`config.mk`:
```
export PLATFORM = sky130hd
export DESIGN_NAME = alu_driver
export DESIGN_NICKNAME = d
export VERILOG_FILES = /design/src/rtl/alu_driver.sv
export SDC_FILE = /design/constraint.sdc
export NUM_CORES = 1
export LEC_CHECK = 0
export ABC_AREA = 0
export BUFFER_PORTS_ARGS = -buffer_cell sky130_fd_sc_hd__buf_4
export CAP_MARGIN = 0
export CORE_UTILIZATION = 42
export DETAILED_ROUTE_END_ITERATION = 16
export PLACE_DENSITY = 0.61
export RECOVER_POWER = 25
export SLEW_MARGIN = 10
export SYNTH_ARGS = -nofsm -noshare
export SYNTH_HDL_FRONTEND = slang
export SYNTH_SLANG_ARGS = --single-unit
export TNS_END_PERCENT = 50
```
`constraint.sdc`:
```
create_clock -name clk -period 2.7 [get_ports clk]
set_clock_uncertainty 0.2 [all_clocks]
set_input_delay 0.405 -clock clk [delete_from_list [all_inputs] [get_ports clk]]
set_output_delay 0.405 -clock clk [all_outputs]
set_load 0.02 [all_outputs]
```
`src/rtl/alu_driver.sv`:
```
// alu_driver: debounces a start button and sequences operands/opcodes into an
// external combinational ALU, capturing each result into LEDs and an
// 8-entry result buffer indexed by opcode.
module alu_driver #(
  parameter int DEB_CYCLES = 4,
  parameter int SETTLE     = 2
) (
  input  logic       clk,
  input  logic       rst,
  input  logic [3:0] sw1,
  input  logic [3:0] sw2,
  input  logic [2:0] sw3,
  input  logic       mode,
  input  logic       btn,
  output logic [3:0] da,
  output logic [3:0] db,
  output logic [2:0] ALU_ctr,
  input  logic [3:0] ALUout,
  input  logic       cout,
  input  logic       overflow,
  input  logic       less,
  input  logic       zero,
  output logic [3:0] led1,
  output logic [1:0] led2,
  output logic [1:0] led3,
  output logic       busy,
  output logic       done,
  input  logic [2:0] rd_sel,
  output logic [7:0] rd_data
);

  localparam int CW = (DEB_CYCLES < 2) ? 1 : $clog2(DEB_CYCLES + 1);
  localparam logic [CW-1:0] DEB_LAST    = CW'(DEB_CYCLES - 1);
  localparam logic [3:0]    SETTLE_LAST = 4'(SETTLE - 1);

  typedef enum logic [1:0] {
    IDLE    = 2'd0,
    DRIVE   = 2'd1,
    CAPTURE = 2'd2,
    DONE    = 2'd3
  } state_t;

  state_t        state;
  logic [1:0]    sync;
  logic          deb;
  logic          deb_d;
  logic [CW-1:0] deb_cnt;
  logic          go;
  logic          sweep;
  logic [3:0]    settle_cnt;
  logic [7:0]    buffer [8];
  logic [7:0]    result;

  assign result  = {ALUout, cout, overflow, less, zero};
  assign go      = deb & ~deb_d;
  assign rd_data = buffer[rd_sel];

  // Two-flop synchronizer bringing the asynchronous button into the clock domain
  always_ff @(posedge clk or negedge rst) begin
    if (!rst) sync <= 2'b00;
    else      sync <= {sync[0], btn};
  end

  // Debounce: the level must differ from the debounced level for DEB_CYCLES in a row
  always_ff @(posedge clk or negedge rst) begin
    if (!rst) begin
      deb     <= 1'b0;
      deb_d   <= 1'b0;
      deb_cnt <= '0;
    end else begin
      deb_d <= deb;
      if (sync[1] == deb) begin
        deb_cnt <= '0;
      end else if (deb_cnt == DEB_LAST) begin
        deb     <= ~deb;
        deb_cnt <= '0;
      end else begin
        deb_cnt <= deb_cnt + CW'(1);
      end
    end
  end

  // Operation sequencer: latch switches, hold operands SETTLE cycles, capture, repeat for sweeps
  always_ff @(posedge clk or negedge rst) begin
    if (!rst) begin
      state      <= IDLE;
      sweep      <= 1'b0;
      settle_cnt <= '0;
      da         <= '0;
      db         <= '0;
      ALU_ctr    <= '0;
      led1       <= '0;
      led2       <= '0;
      led3       <= '0;
      busy       <= 1'b0;
      done       <= 1'b0;
      for (int i = 0; i < 8; i++) buffer[i] <= '0;
    end else begin
      case (state)
        IDLE: begin
          done <= 1'b0;
          if (go) begin
            da         <= sw1;
            db         <= sw2;
            ALU_ctr    <= mode ? 3'd0 : sw3;
            sweep      <= mode;
            settle_cnt <= '0;
            busy       <= 1'b1;
            state      <= DRIVE;
          end
        end
        DRIVE: begin
          if (settle_cnt == SETTLE_LAST) state <= CAPTURE;
          else                           settle_cnt <= settle_cnt + 4'd1;
        end
        CAPTURE: begin
          buffer[ALU_ctr] <= result;
          led1            <= ALUout;
          led2            <= {cout, overflow};
          led3            <= {less, zero};
          if (sweep && (ALU_ctr != 3'd7)) begin
            ALU_ctr    <= ALU_ctr + 3'd1;
            settle_cnt <= '0;
            state      <= DRIVE;
          end else begin
            busy  <= 1'b0;
            done  <= 1'b1;
            state <= DONE;
          end
        end
        DONE: begin
          done  <= 1'b0;
          state <= IDLE;
        end
        default: state <= IDLE;
      endcase
    end
  end

endmodule
```
==> results_dict.tcl <==
set metrics [dict create \
    netlist-cell-type-count 41 \
    synthCells 293 \
    arrival_ns 1.74 \
    p_leak_nw 2.45 \
    synth_edf_count 0 \
    initial_utilization_pct 43.9 \
    numCtsBuffers 9 \
    drt-vias-per-instance 5.35 \
    final_core_util_pct 51.5 \
    syn_area_per_cell_um2 15.8 \
    dr.pass1.iters 4 \
    fmax_mhz 427 \
    grtUsageTotal_pct 17.2 \
    numPortBuffers 54 \
    clk_pin_slew_ns 0.09 \
    final_antenna_net_count 0 \
    htree_levels 3 \
    core_um2 10500 \
    powerDensity_nw_per_um2 1150 \
    drt_iter0_markers 78 \
    syn_nets 327 \
    netlist_area_um2 4620 \
    cts_tree "yes" \
    worst_pin_slew_ns 0.972 \
    drv_slew 0 \
    dp_hpwl_mm 5.91 \
    wl_per_cell_um 17.9 \
    holdWs_ns 0.0654 \
    fin_setup_tns_ns 0 \
    postSynth.asyncResetShare_pct 100 \
    synth_seq_cells 99 \
    grt_pass1_vias 2874 \
    max_cap_viol_count 0 \
    cts.path.max_buffers 2 \
    finalNonFillerCells 498 \
    layout_min_cycle_time_ns 2.34 \
    crit_path_start_kind "input port" \
    dieHeight_um 107 \
    numClockSinks 99 \
    total_power_w 0.00624 \
    yosys_warnings 0 \
    period_share_pct 86.8 \
    clk_latency_ns 0.37 \
    postCtsSetupRepairBufs 0 \
    gp_congestion 0.753 \
    hold_violations 0 \
    fp.dieW_um 107 \
    drc 0 \
    cts-root-buf "clkbuf_8" \
    drt-total-wl_mm 8.92 \
    grt_first_pass_wirelength_mm 14.7 \
    ir_worst_vdd_uv 474 \
    cp_max_fo 16 \
    num_vias 2665 \
    antenna_found_initial 0 \
    layout.nets 391 \
    pin_count 55 \
    ys.flop_type "dfrtp_1" \
    area_growth_pct 17.3 \
    cp-end-kind "output pin" \
    grt_start_max_net_pins 64 \
    rsz0062_at_grt "false" \
    status "finished, final reports clean" \
    rows 37 \
    die_area_um2 11400 \
    yosys.area.top_type "dfrtp_1" \
    drive_above_1_share_pct 48.1 \
    synth_top_area_share_pct 53.7 \
    overflow 0 \
    seq_area_frac_synth_pct 53.7 \
    antenna_cells 0 \
    worstSetupPathType "in -> out" \
    required_ns 2.10 \
    hold_class "in -> reg" \
    slew-limit-headroom_pct 35.2 \
    finalSetupViolations 0 \
    dp_cells 480 \
    synth.area.top_cells "dfrtp_1 54%, mux2_2 22%, mux4_1 9.1%" \
]
cells in the mapped netlist, types with 3 or more instances:
master and instances:
mux4_1 16, a22o_1 6, buf_2 6, nand4b_2 3, mux2_2 91, o21ai_0 4, ha_1 8, a21oi_1 6
nor2_1 5, inv_1 8, dfrtp_1 99, nand2_1 6
power by group:
group	total, W	switching [W]	internal, W	leakage, nW
Sequential	0.00254	0.000354	0.00219	1.19
Combinational	0.00257	0.00118	0.00140	1.14
Clock	0.00113	0.000512	0.000613	0.119
through the flow:
step / cell area [um2] / setup WS, ns
after floorplan: 4620 / 0.591
after global placement: 5190 / 0.390
after detailed placement: 5190 / 0.342
after CTS: 5450 / 0.343
after global routing: 5420 / 0.329
final: 5420 / 0.357
kinds of logic after synthesis:
group / synth area share [%]
AOI/OAI and AO/OA: 4.04
xor gates and xnor gates: 0.190
DFF: 53.7
muxes: 31.7
adders and majority gates: 2.17
buffers and inverters: 2.30
and+or+nand+nor: 5.88
flip-flops by register name (all words and copies together), names as in the netlist, 2 cells and up:
name	count
ALU_ctr	3
buffer	64
da	4
db	4
deb_cnt	3
led1	4
led2	2
led3	2
settle_cnt	4
state	2
sync	2
placed cells by master (no fill, tap or decap), drive strengths merged, types with 3 or more instances in the layout:
cell type / instances
dfrtp: 99
mux2: 91
buf: 52
clkbuf: 19
mux4: 16
inv: 8
ha: 8
nand2: 6
a21oi: 6
a22o: 6
nor2: 5
nor3b: 5
o21ai: 4
nand4b: 3
bufinv: 3
nand2b: 3
clkinv: 3
nor3: 3
final timing paths:
path / startpoint / to / slack [ns] / cells past startpoint
max: rd_sel[0] / rd_data[0] / 0.36 / 4
min: sw1[2] / da[2] / 0.07 / 2
max reg2reg: state[0] / buffer[46] / 0.46 / 5
min reg2reg: sync[0] / sync[1] / 0.16 / 0
max in group asynchronous: rst / buffer[35] / 0.93 / 3
min in group asynchronous: rst / led1[2] / 0.52 / 2
timing repair:
| item | 4_1_cts | 5_1_grt |
|---|---|---|
| gates resized for setup | 0 | 0 |
| endpoints found under the hold margin | 37 | 0 |
| hold buffers | 2 | 0 |
layer usage:
layer	global-route usage, %	routed length (um)	up-vias
li1	-	-	1226
met1	21.4	4040	1373
met2	29.1	4410	58
met3	4.98	386	8
met4	5.09	81	0
met5	0	0	-
cell type report:
type / instances / area [um2]
clock inverter: 7 / 116
multi-input combinational: 175 / 2030
sequential: 99 / 2480
fill: 918 / 5090
timing repair buffer: 64 / 465
inverter: 8 / 30.0
clock buffer: 9 / 124
tap: 136 / 170
critical path, stage by stage:
cell and delay, ns:
buf_4 0.26, mux4_1 0.60, mux2_2 0.29, buf_4 0.16
No activity file was read; power rests on OpenSTA's default activity.
